`src/rtl/ps2_pkg.sv`:
```
// Shared types and scancode constants for the PS/2 keyboard receiver.
package ps2_pkg;

    typedef enum logic [1:0] {
        IDLE,
        DATA,
        PARITY,
        STOP
    } ps2_state_e;

    localparam logic [7:0] PS2_PREFIX_EXT = 8'hE0;
    localparam logic [7:0] PS2_PREFIX_BRK = 8'hF0;
    localparam logic [7:0] KEY_SPACE      = 8'h29;
    localparam logic [7:0] KEY_UP         = 8'h75;

endpackage

```
`src/rtl/ps2_line_filter.sv`:
```
// Two-flop synchronizer followed by a stability filter: the output follows the
// synchronized line only after FILTER_LEN consecutive samples disagree with it.
module ps2_line_filter #(
    parameter int FILTER_LEN = 8
) (
    input  logic clk,
    input  logic reset,
    input  logic raw_i,
    output logic filt_o
);

    localparam int CW = $clog2(FILTER_LEN + 1);

    logic          s1_q, s2_q, filt_q;
    logic [CW-1:0] cnt_q;

    always_ff @(posedge clk or posedge reset) begin
        if (reset) begin
            s1_q   <= 1'b1;
            s2_q   <= 1'b1;
            filt_q <= 1'b1;
            cnt_q  <= '0;
        end else begin
            s1_q <= raw_i;
            s2_q <= s1_q;
            // Any sample matching the current output restarts the run.
            if (s2_q == filt_q) begin
                cnt_q <= '0;
            end else if (cnt_q == CW'(FILTER_LEN - 1)) begin
                filt_q <= s2_q;
                cnt_q  <= '0;
            end else begin
                cnt_q <= cnt_q + 1'b1;
            end
        end
    end

    assign filt_o = filt_q;

endmodule

```
`src/rtl/ps2_keyboard_rx.sv`:
```
// PS/2 device-to-host frame receiver with scancode decoder (make/break, E0
// extension) and a held-level jump signal for space / up-arrow.
module ps2_keyboard_rx
    import ps2_pkg::*;
#(
    parameter int FILTER_LEN     = 8,
    parameter int TIMEOUT_CYCLES = 200000
) (
    input  logic       clk,
    input  logic       reset,
    input  logic       ps2_clk,
    input  logic       ps2_data,
    output logic [7:0] rx_data,
    output logic       rx_valid,
    output logic       rx_error,
    output logic [7:0] key_code,
    output logic       key_ext,
    output logic       key_released,
    output logic       key_valid,
    output logic       jump_held
);

    localparam int TW = $clog2(TIMEOUT_CYCLES + 1);

    logic fclk, fdata, fclk_prev_q, fall;

    ps2_line_filter #(.FILTER_LEN(FILTER_LEN)) u_clk_filt (
        .clk(clk), .reset(reset), .raw_i(ps2_clk), .filt_o(fclk)
    );
    ps2_line_filter #(.FILTER_LEN(FILTER_LEN)) u_data_filt (
        .clk(clk), .reset(reset), .raw_i(ps2_data), .filt_o(fdata)
    );

    assign fall = fclk_prev_q & ~fclk;

    ps2_state_e    state_q, state_d;
    logic [2:0]    bitcnt_q, bitcnt_d;
    logic [7:0]    shift_q, shift_d;
    logic          par_q, par_d;
    logic [TW-1:0] tmo_q, tmo_d;
    logic [7:0]    rx_data_q, rx_data_d;
    logic          rx_valid_q, rx_valid_d;
    logic          rx_error_q, rx_error_d;

    always_ff @(posedge clk or posedge reset) begin
        if (reset) begin
            fclk_prev_q <= 1'b1;
            state_q     <= IDLE;
            bitcnt_q    <= '0;
            shift_q     <= '0;
            par_q       <= 1'b0;
            tmo_q       <= '0;
            rx_data_q   <= '0;
            rx_valid_q  <= 1'b0;
            rx_error_q  <= 1'b0;
        end else begin
            fclk_prev_q <= fclk;
            state_q     <= state_d;
            bitcnt_q    <= bitcnt_d;
            shift_q     <= shift_d;
            par_q       <= par_d;
            tmo_q       <= tmo_d;
            rx_data_q   <= rx_data_d;
            rx_valid_q  <= rx_valid_d;
            rx_error_q  <= rx_error_d;
        end
    end

    always_comb begin
        state_d    = state_q;
        bitcnt_d   = bitcnt_q;
        shift_d    = shift_q;
        par_d      = par_q;
        tmo_d      = '0;
        rx_data_d  = rx_data_q;
        rx_valid_d = 1'b0;
        rx_error_d = 1'b0;

        if (fall) begin
            case (state_q)
                IDLE: begin
                    if (!fdata) begin
                        state_d  = DATA;
                        bitcnt_d = '0;
                    end else begin
                        rx_error_d = 1'b1;
                    end
                end
                DATA: begin
                    shift_d  = {fdata, shift_q[7:1]};
                    bitcnt_d = bitcnt_q + 3'd1;
                    if (bitcnt_q == 3'd7) state_d = PARITY;
                end
                PARITY: begin
                    par_d   = fdata;
                    state_d = STOP;
                end
                STOP: begin
                    if (fdata && ((^shift_q) ^ par_q)) begin
                        rx_data_d  = shift_q;
                        rx_valid_d = 1'b1;
                    end else begin
                        rx_error_d = 1'b1;
                    end
                    state_d = IDLE;
                end
                default: state_d = IDLE;
            endcase
        end else if (state_q != IDLE) begin
            // An edge in the same cycle takes the branch above, so it wins.
            if (tmo_q == TW'(TIMEOUT_CYCLES - 1)) begin
                rx_error_d = 1'b1;
                state_d    = IDLE;
                shift_d    = '0;
            end else begin
                tmo_d = tmo_q + 1'b1;
            end
        end
    end

    logic       ext_q, brk_q;
    logic [7:0] key_code_q;
    logic       key_ext_q, key_rel_q, key_valid_q, jump_q;

    always_ff @(posedge clk or posedge reset) begin
        if (reset) begin
            ext_q       <= 1'b0;
            brk_q       <= 1'b0;
            key_code_q  <= '0;
            key_ext_q   <= 1'b0;
            key_rel_q   <= 1'b0;
            key_valid_q <= 1'b0;
            jump_q      <= 1'b0;
        end else begin
            key_valid_q <= 1'b0;
            if (rx_error_q) begin
                ext_q <= 1'b0;
                brk_q <= 1'b0;
            end else if (rx_valid_q) begin
                if (rx_data_q == PS2_PREFIX_EXT) begin
                    ext_q <= 1'b1;
                end else if (rx_data_q == PS2_PREFIX_BRK) begin
                    brk_q <= 1'b1;
                end else begin
                    key_code_q  <= rx_data_q;
                    key_ext_q   <= ext_q;
                    key_rel_q   <= brk_q;
                    key_valid_q <= 1'b1;
                    ext_q       <= 1'b0;
                    brk_q       <= 1'b0;
                    if ((!ext_q && rx_data_q == KEY_SPACE) || (ext_q && rx_data_q == KEY_UP))
                        jump_q <= ~brk_q;
                end
            end
        end
    end

    assign rx_data      = rx_data_q;
    assign rx_valid     = rx_valid_q;
    assign rx_error     = rx_error_q;
    assign key_code     = key_code_q;
    assign key_ext      = key_ext_q;
    assign key_released = key_rel_q;
    assign key_valid    = key_valid_q;
    assign jump_held    = jump_q;

endmodule

```
`config.mk`:
```
export PLATFORM = sky130hd
export DESIGN_NAME = ps2_keyboard_rx
export DESIGN_NICKNAME = d
export VERILOG_FILES = /design/src/rtl/ps2_pkg.sv /design/src/rtl/ps2_line_filter.sv /design/src/rtl/ps2_keyboard_rx.sv
export SDC_FILE = /design/constraint.sdc
export NUM_CORES = 1
export LEC_CHECK = 0
export BUFFER_PORTS_ARGS = -buffer_cell sky130_fd_sc_hd__buf_2
export CAP_MARGIN = 0
export CORE_AREA = 10 10 129 84
export DETAILED_ROUTE_END_ITERATION = 7
export DIE_AREA = 0 0 139 94
export PLACE_DENSITY = 0.57
export SLEW_MARGIN = 20
export SYNTH_ARGS = -nofsm -noshare
export SYNTH_HDL_FRONTEND = slang
export SYNTH_SLANG_ARGS = --single-unit
```
`constraint.sdc`:
```
create_clock -name clk -period 3.3 [get_ports clk]
set_clock_uncertainty 0.15 [all_clocks]
set_input_delay 0.33 -clock clk [delete_from_list [all_inputs] [get_ports clk]]
set_output_delay 0.33 -clock clk [all_outputs]
set_load 0.03 [all_outputs]
```
-- After elaboration in Yosys (flattened, before gate mapping)
Cells that the tools add are included.
- RAM bits: 0
- memory bits (read-only): 0
- bits of input ports: 4
- latch bits: 0
- output and inout port bits: 22
- memories: 0
- register bits: 71
- reductions and logical operators: 23
- $mul: 0
- equal/unequal tests: 19
- add/subtract/negate cells: 4
- divide/modulo/power cells: 0
- muxes and demuxes: 40
- magnitude comparators: 0
- shift-type cells: 0
- bitwise gates (word level): 9
- operator list (cell ; count):
    $mux W18 ; 3
    $mux W8 ; 4
    $mux W1 ; 20
    $add A18 B1 Y18 const B ; 1
    $eq A18 B18 Y1 const B ; 1
    $eq A8 B8 Y1 const B ; 2
    $mux W4 ; 4
    $mux W2 ; 5
    $reduce_and A2 Y1 ; 5
    $reduce_bool A2 Y1 ; 5
    $ne A3 B3 Y1 const B ; 3
    $reduce_and A3 Y1 ; 3
    $add A4 B1 Y4 const B ; 2
    $eq A4 B3 Y1 const B ; 2
    $eq A8 B6 Y1 const B ; 1
    $eq A8 B7 Y1 const B ; 1
    $pmux W2 S4 ; 1
    $reduce_and A4 Y1 ; 2
    $reduce_xor A8 Y1 ; 1
    $not A1 Y1 ; 7
    $pmux W3 S2 ; 1
    $reduce_and A5 Y1 ; 1
    $eq A2 B2 Y1 const B ; 2
    $ne A2 B2 Y1 const B ; 2
    13 further kinds ; 16

-- Logic depth before layout (Yosys ltp)
Gate-level depths: netlist (run 1).
- depth after elaboration: 6
- gate-level depth with buffers: 7
- gate-level depth less buffers: 7

-- Modules after synthesis
Synthesis (run 1) repeated with hierarchy kept, for this count alone.
- cell total of the unflattened synthesis: 287
- area total of the unflattened synthesis: 3299.4 sq um
- modules (own cells, without submodules) (module ; cells an instance ; times used ; area an instance (sq um) ; seq. area each (sq um)):
    ps2_keyboard_rx ; 247 ; 1 ; 2713.9 ; 1427.6
    ps2_line_filter ; 20 ; 2 ; 292.8 ; 178.9

-- Least setup slack after synthesis (run 1)
OpenSTA, ideal clock, no wires.
- kind: register -> register
- start: reg shift_q[5]
- end: reg rx_data_q[0], in the netlist rx_data[0]
- path slack: 1.282 ns
- cell stages (with the launch flop): 7
- arrival: 1.743 ns
- path buffers: 1
- data required time: 3.025 ns
- path through: dfrtp_1 > xor2_1 > xnor3_1 > xnor2_1 > or2_1 > buf_6 > mux2_4
- word-level cells in the longest chain between the ends: 4
- RTL lines (item ; line ; source):
    start, declared ; ps2_keyboard_rx.sv:38 ; logic [7:0] shift_q, shift_d;
    start signal, assigned ; ps2_keyboard_rx.sv:60 ; shift_q <= shift_d;
    $reduce_xor A8 Y1 ; ps2_keyboard_rx.sv:99 ; if (fdata && ((^shift_q) ^ par_q)) begin
    $xor A1 B1 Y1 ; ps2_keyboard_rx.sv:99 ;
    $logic_and A1 B1 Y1 ; ps2_keyboard_rx.sv:99 ;
    $reduce_and A3 Y1 (no line) ; -- ;
    end signal, assigned ; ps2_keyboard_rx.sv:63 ; rx_data_q <= rx_data_d;
    end, declared ; ps2_keyboard_rx.sv:41 ; logic [7:0] rx_data_q, rx_data_d;
Every way passes these cells.
A chain may end at the register's enable or synchronous reset.

-- Worst setup path in the final report (run 1)
- start: reg shift_q[5]
- end: reg rx_data_q[7], in the netlist rx_data[7]
Same word-level chain as after synthesis.

==> results.cfg, run 1 <==
[outcome]
outcome = finished clean

[setup_path]
critPathCaptureType = flip-flop
cp_data_required_time_ps = 3370
critPathLaunchType = flip-flop
arrival_ps = 2390
cp_max_fo = 9
path_class = reg2reg

[floorplanning]
initial_core_util_pct = 38.3
num_rows = 26
dieHeight_um = 94
fp.dieArea_sq_um = 13100
die_x_um = 139
coreArea_sq_um = 8390
pin_count = 26

[sta]
tns_ps = 0
finalSetupViolCount = 0
rsz0062_at_grt = false
hold_viol_final = 0
postLayoutSetupSlackWorst_ps = 980
finalCriticalPeriod_ps = 2320
relSlewSlack_pct = 56.9
drv_slew = 0
max_freq_mhz = 431
tightest_slew_ps = 641
finalCritPeriodShare_pct = 70.3

[yosys]
syn_nets = 301
synth_cell_type_count = 41
syn_area_per_cell_sq_um = 11.2
ys_ff_latch = 71
synth_ff_type = dfrtp_1
synth_cells = 287
synth-async-reset-ratio_pct = 100
synth_edf_count = 0
syn_area_sq_um = 3220
seq_area_frac_synth_pct = 55.5
yosys_warnings = 0

[routing]
final_antenna_net_count = 0
num_vias = 2193
dr_wl_met2_um = 2710
m1WireLength_um = 3610
drtIter0Drc = 128
routed_wirelength_um = 6660
wl_met3_um = 263
drt-vias-per-instance = 4.98
first_pass_iters = 4
wire_per_inst_um = 15.1
top_layer = met4
drc_errors = 0

[placement]
gp_congestion = 0.804
io_buffers = 25
dp_hpwl_um = 4760
placed_cells = 421
dpl_worst_slack_ps = 1000

[global_route]
grt_pass1_vias = 2227
grt_usage_pct = 10.7
grt-ovfl-total = 0
grt_max_degree = 31
grt_pass1_wl_um = 11300
antenna_found_initial = 0

[finish]
layout_common_cells = 64 x dfrtp_1, 34 x nand2_1, 29 x nor2_1
finalNonFillerCells = 440
final_common_cell = dfrtp_1
num-nets-final = 337
drive_above_1_share_pct = 21.3
area_growth_pct = 18.4
antenna_cells = 0

[clock_tree]
cts_resized = 0
clk_pin_slew_ps = 50
clkSinkCount = 71
cts_max_level = 3
cts_made_buffers = 9
post-cts-setup-buffer-count = 0
cts_root_buffer = clkbuf_16
clk_latency_ps = 330
cts.path.max_buffers = 2
cts_tree = done

[run]
max_cap_violations = 0

[power]
pwr_density_cell_nw_per_um2 = 660
ir_drop_v = 0.000400
clkPwrFrac_pct = 39.8
switching_share_pct = 27.9
p_seq_share_pct = 42.3
leakagePower_nw = 1.82
p_switching_uw = 701
p_total_mw = 2.51
power.internal_mw = 1.81
combPwrFrac_pct = 17.8

[worst_hold_path]
hold_class = reg2reg
## cell usage after synthesis, types with 2 or more instances
library cell,n,area [sq um]
dfrtp_1,64,1600
nand2_1,34,128
nor2_1,29,109
xnor2_1,14,123
o21ai_0,13,65.1
nand3_1,12,60.1
xor2_1,12,105
mux2_2,11,124
ha_1,10,125
inv_1,10,37.5
mux2_4,8,120
dfstp_2,7,184
and3_1,6,37.5
a21oi_1,5,25.0
nand4_1,5,31.3
nor3_1,5,25.0
a211oi_1,4,30.0
clkbuf_1,4,15.0
nor2b_1,4,25.0
and2_1,3,18.8
nand2b_1,3,18.8
a31oi_1,2,12.5
and4_1,2,17.5
nor4_1,2,12.5
o31ai_1,2,15.0
## kinds of logic after synthesis
group / share of synthesized area [%]
AOI/OAI and AO/OA: 6.11
buffers and inverters: 2.14
xor gates and xnor gates: 7.78
adders and majority gates: 3.89
DFF: 55.5
muxes: 7.90
and+or+nand+nor: 16.7
## path summary, 6_finish.rpt
check,to,startpoint,slack [ps],cells after the start
hold / removal,u_clk_filt.s2_q,u_clk_filt.s1_q,200,0
setup / recovery,rx_data[7],shift_q[5],980,5
min in group asynchronous,key_code[4],reset,510,3
max in group asynchronous,u_data_filt.filt_o,reset,1690,4
hold reg to reg,u_clk_filt.s2_q,u_clk_filt.s1_q,200,0
setup reg to reg,rx_data[7],shift_q[5],980,5
## layout make-up
| type | count | area (sq um) |
|---|---|---|
| fillers | 805 | 4580 |
| flip-flops and latches | 71 | 1790 |
| multi-input cells | 200 | 1360 |
| clock buffers | 12 | 236 |
| repair buffers | 31 | 178 |
| well taps | 112 | 140 |
| clock inverters | 4 | 70.1 |
| inverters | 10 | 37.5 |
## power groups by stage
stage	Combinational (mW)	Clock [mW]	Sequential [mW]
final	0.448	1.00	1.06
after floorplan	0.354	0	1.05
after global routing	0.508	1.07	1.08
after detailed placement	0.448	0	1.08
after global placement	0.439	0	1.07
after CTS	0.453	1.04	1.06
## repair_timing
action                                  CTS  global route
hold buffers                              3             0
endpoints found under the setup margin    0             0
endpoints found under the hold margin    27             0
## stage by stage
stage               cell area (sq um)  hold WS, ps  util, %
detailed placement               3470          197     41.4
CTS                              3810          205     45.4
global placement                 3470          197     41.4
global route                     3810          208     45.4
finish                           3810          204     45.4
floorplan                        3220          184        -
## worst max-delay path, stage by stage, from the launching register on
cell     delay, ps
dfrtp_1        420
xor2_1         170
xnor3_1        420
xnor2_1        220
or2_1          480
mux2_4         340
## routing by layer
layer / GRT usage [%] / vias to the layer above
met5: 0 / -
met4: 4.67 / 0
met3: 3.54 / 6
met2: 14.3 / 34
met1: 15.1 / 1094
li1: - / 1059
## state kept, by name, indices dropped and copies added (netlist names), 2 cells and up
signal / flops
shift_q: 8
rx_data: 8
state_q: 2
u_clk_filt.cnt_q: 4
key_code: 8
u_data_filt.cnt_q: 4
tmo_q: 18
bitcnt_q: 3
(Power assumes the default switching activity.)
==> run 2, diff against run 1 <==
==> constraint.sdc (replaced) <==
create_clock -name clk -period 2.2 [get_ports clk]
set_clock_uncertainty 0.15 [all_clocks]
set_input_delay 0.22 -clock clk [delete_from_list [all_inputs] [get_ports clk]]
set_output_delay 0.22 -clock clk [all_outputs]
set_load 0.03 [all_outputs]
==> results.cfg, run 2 (synthesized netlist as in run 1, its figures left out) <==
[global_route]
grt_pass1_wl_um = 10400
grt-ovfl-total = 0
grt_pass1_vias = 2039
grt_usage_pct = 9.88
grt_max_degree = 51
antenna_found_initial = 0

[finish]
final_common_cell = dfrtp_1
antenna_cells = 0
num-nets-final = 344
finalNonFillerCells = 447
area_growth_pct = 20.3
largest_register_ffs = 18
drive_above_1_share_pct = 24.2
finish.instance_area_sq_um = 3870
layout_common_cells = 64 x dfrtp_1, 34 x nand2_1, 29 x nor2_1
top_register = tmo_q
fill_cells = 778

[clock_tree]
clk_pin_slew_ps = 60
cts_root_buffer = clkbuf_16
clkSinkCount = 71
cts_made_buffers = 9
cts_tree = done
clk_latency_ps = 330
cts_max_level = 3
cts.path.max_buffers = 2

[placement]
placed_cells = 428
dpl_cell_area_sq_um = 3540
dp_hpwl_um = 4530
gp_congestion = 0.754
dpl_worst_slack_ps = -68.1
io_buffers = 25

[sta]
postLayoutSetupSlackWorst_ps = 162
drv_slew = 0
finalCriticalPeriod_ps = 2040
max_freq_mhz = 491
tightest_slew_ps = 488
rsz0062_at_grt = false
finalCritPeriodShare_pct = 92.7
hold_viol_final = 0
timing.hold.ws_ps = 206
finalSetupViolCount = 0
relSlewSlack_pct = 67.4

[routing]
routed_wirelength_um = 6260
drc_errors = 0
wire_per_inst_um = 14.0
num_vias = 2144
dr_wl_met2_um = 2490
final_antenna_net_count = 0
first_pass_iters = 4
wl_met3_um = 161
m1WireLength_um = 3570
drtIter0Drc = 106
drt-vias-per-instance = 4.80
top_layer = met4

[floorplanning]
fp.dieArea_sq_um = 13100
num_rows = 26
pin_count = 26
dieHeight_um = 94
die_x_um = 139
initial_core_util_pct = 38.3
coreArea_sq_um = 8390

[setup_path]
crit_slowest_cell = xnor3_1
cp_max_fo = 9
path_cells = xor2_1, xnor3_1, xnor2_1, or2_4, mux2_4
crit_path_max_incr_delay_ps = 420
arrival_ps = 2100
cp.buffers_inverters = 0
critPathCaptureType = flip-flop
cp_data_required_time_ps = 2260
critPathLaunchType = flip-flop
path_class = reg2reg
crit_family = XOR/XNOR gates

[run]
max_cap_violations = 0

[worst_hold_path]
hold_class = reg2reg

[outcome]
outcome = finished clean

[power]
ir_drop_v = 0.000510
leakagePower_nw = 1.86
pwr_density_cell_nw_per_um2 = 965
run 2: path summary, 6_finish.rpt:
kind                            slack (ps)             start  cells past startpoint           endpoint
worst min-delay path                   210  u_data_filt.s1_q                      0   u_data_filt.s2_q
worst max register to register         160        shift_q[5]                      5         rx_data[2]
worst max-delay path                   160        shift_q[5]                      5         rx_data[2]
max in group asynchronous              900             reset                      4  u_clk_filt.filt_o
worst min register to register         210  u_data_filt.s1_q                      0   u_data_filt.s2_q
min in group asynchronous              320             reset                      3        key_code[2]
run 2: layout make-up:
class | count | area (sq um) | area share, %
Sequential cell | 71 | 1790 | 46.2
Multi-Input combinational cell | 200 | 1360 | 35.3
Timing Repair Buffer | 38 | 243 | 6.27
Clock buffer | 10 | 239 | 6.18
Tap cell | 112 | 140 | 3.62
Clock inverter | 6 | 60.1 | 1.55
Inverter | 10 | 37.5 | 0.970
run 2: per-layer routing:
metal	up-vias	GRT usage, %
met5	-	0
met4	0	3.89
met3	4	3.69
met2	19	12.8
met1	1047	14.2
li1	1074	-
run 2: metrics by stage:
step / setup TNS (ps) / total power, mW / util [%]
after floorplan: 0 / 2.10 / -
after global placement: -345 / 2.32 / 42.1
after detailed placement: -506 / 2.33 / 42.1
after CTS: 0 / 3.79 / 46.1
after global routing: 0 / 3.95 / 46.1
final: 0 / 3.73 / 46.1
run 2: power by group:
group          internal [mW]  switching (mW)  leakage, nW
sequential              1.47           0.124        0.955
clock                  0.901           0.528        0.144
combinational          0.299           0.412        0.762
run 2: timing repair:
action	4_1_cts	5_1_grt
gates resized for setup	1	0
hold buffers	3	0
setup endpoints to repair	8	0
endpoints found under the hold margin	23	0
buffers inserted	0	0
run 2: worst register-to-register path, cell delays in order, from the launching register on:
cell and delay [ps]:
dfrtp_1 380, xor2_1 170, xnor3_1 420, xnor2_1 160, or2_4 330, mux2_4 310
==> run 3, diff against run 2 <==
--- a/config.mk
+++ b/config.mk
@@ -7,9 +7,10 @@
 export LEC_CHECK = 0
 export BUFFER_PORTS_ARGS = -buffer_cell sky130_fd_sc_hd__buf_2
 export CAP_MARGIN = 0
-export CORE_AREA = 10 10 129 84
+export CORE_AREA = 10 10 98 109
+export CTS_CLUSTER_DIAMETER = 50
 export DETAILED_ROUTE_END_ITERATION = 7
-export DIE_AREA = 0 0 139 94
+export DIE_AREA = 0 0 108 119
 export PLACE_DENSITY = 0.57
 export SLEW_MARGIN = 20
 export SYNTH_ARGS = -nofsm -noshare
==> results.cfg, run 3 (synthesized netlist as in run 1, its figures left out) <==
[outcome]
outcome = finished clean

[sta]
tightest_slew_ps = 520
rsz0062_at_grt = false
tns_ps = 0
hold_viol_final = 0
finalSetupViolCount = 0
relSlewSlack_pct = 65.3
drv_slew = 0
finalCriticalPeriod_ps = 2110
finalCritPeriodShare_pct = 96.0
max_freq_mhz = 473

[finish]
area_growth_pct = 19.5
final_common_cell = dfrtp_1
drive_above_1_share_pct = 25.3
top_register = tmo_q
antenna_cells = 0
num-nets-final = 345
layout_common_cells = 63 x dfrtp_1, 34 x nand2_1, 29 x nor2_1
fill_cells = 832
finalNonFillerCells = 450
finish.utilization_pct = 44.6
finish.instance_area_sq_um = 3840
largest_register_ffs = 18

[global_route]
grt_usage_pct = 9.88
antenna_found_initial = 0
grt_max_degree = 31
grt_pass1_vias = 2304
grt-ovfl-total = 0
grt_pass1_wl_um = 10500

[setup_path]
critPathLaunchType = flip-flop
rrSetupSlack_ps = 90
r2r_cells = 5
critPathCaptureType = flip-flop
arrival_ps = 2190
cp_max_fo = 5
path_class = reg2reg
r2r-start = shift_q[7]
cp_data_required_time_ps = 2280
timing.rr.end = rx_data[7]

[floorplanning]
coreArea_sq_um = 8600
dieHeight_um = 119
initial_core_util_pct = 37.4
pin_count = 26
num_rows = 36
die_x_um = 108
fp.dieArea_sq_um = 12900

[power]
pwr_density_cell_nw_per_um2 = 925
clkPwrFrac_pct = 35.0
ir_drop_v = 0.000599
power.internal_mw = 2.53
combPwrFrac_pct = 20.1
p_total_mw = 3.55
p_seq_share_pct = 44.9
switching_share_pct = 28.9
p_switching_mw = 1.03
leakagePower_nw = 1.84

[placement]
gp_congestion = 0.761
placed_cells = 430
dp_hpwl_um = 4270
io_buffers = 25
dpl_cell_area_sq_um = 3540

[clock_tree]
post-cts-setup-buffer-count = 0
cts_root_buffer = clkbuf_8
cts_made_buffers = 9
cts.path.max_buffers = 2
clkSinkCount = 71
cts_max_level = 3
clk_latency_ps = 340
cts_tree = done
clk_pin_slew_ps = 80

[routing]
final_antenna_net_count = 0
drt-vias-per-instance = 4.78
routed_wirelength_um = 5960
first_pass_iters = 4
wire_per_inst_um = 13.2
wl_met3_um = 395
dr_wl_met2_um = 2720
m1WireLength_um = 2760
num_vias = 2149
top_layer = met4
drc_errors = 0
drtIter0Drc = 65

[run]
max_cap_violations = 0

[worst_hold_path]
hold_path_depth = 0
worstHoldStart = u_clk_filt.s1_q
whs_endpoint = u_clk_filt.s2_q
hold_class = reg2reg
-- run 3: changes by cell type in the layout (fill, tap and decap cells not counted), sizes merged --
| cell | previous run | this run |
|---|---|---|
| bufinv | 1 | 3 |
| or2 | 1 | 2 |
| clkinvlp | 2 | 0 |
-- run 3: power groups by stage --
| stage | clock network [mW] | registers, mW | logic, mW |
|---|---|---|---|
| detailed placement | 0 | 1.62 | 0.703 |
| finish | 1.24 | 1.59 | 0.715 |
| global route | 1.34 | 1.62 | 0.830 |
| floorplan | 0 | 1.57 | 0.531 |
| global placement | 0 | 1.61 | 0.684 |
| CTS | 1.27 | 1.59 | 0.714 |
-- run 3: layout make-up --
class / instances / area (sq um) / area share, %
clock inverters: 6 / 109 / 2.83
flip-flops and latches: 71 / 1790 / 46.5
inverters: 10 / 37.5 / 0.977
well taps: 114 / 143 / 3.71
multi-input cells: 201 / 1400 / 36.3
clock buffers: 10 / 128 / 3.32
repair buffers: 38 / 243 / 6.32
-- run 3: how the worst max path moves through the flow --
| stage | startpoint | endpoint | slack [ps] |
|---|---|---|---|
| 5_1_grt | shift_q[7] | rx_data[1] | 30 |
| 3_5_place_dp | shift_q[5] | rx_data[2] | -70 |
| 4_1_cts | shift_q[0] | rx_data[7] | 50 |
| 2_1_floorplan | reset | bitcnt_q[0] | 50 |
| 6_report | shift_q[7] | rx_data[7] | 90 |
| 3_3_place_gp | shift_q[5] | rx_data[3] | -20 |
-- run 3: metrics by stage --
stage	setup slack, ps	hold slack [ps]
4_1_cts	45.2	211
6_report	87.1	209
3_3_place_gp	-17.0	99.7
2_1_floorplan	45.0	74.5
5_1_grt	28.8	217
3_5_place_dp	-66.5	108
-- run 3: routing by layer --
metal	vias to the layer above	GRT usage (%)
li1	1074	-
met1	1025	12.0
met2	42	15.4
met3	8	3.67
met4	0	4.01
met5	-	0
-- run 3: critical path, cell delays in order, from the launching register on --
cell and delay (ps):
dfrtp_2 440, xnor2_2 180, xnor3_1 460, xnor2_2 180, or2_4 290, mux2_4 310
-- run 3: what timing repair did --
item,4_1_cts,5_1_grt
cloned,0,1
hold endpoints to repair,19,0
endpoints found under the setup margin,8,8
hold buffers,3,0
pin swaps,0,2
resized for setup,2,5
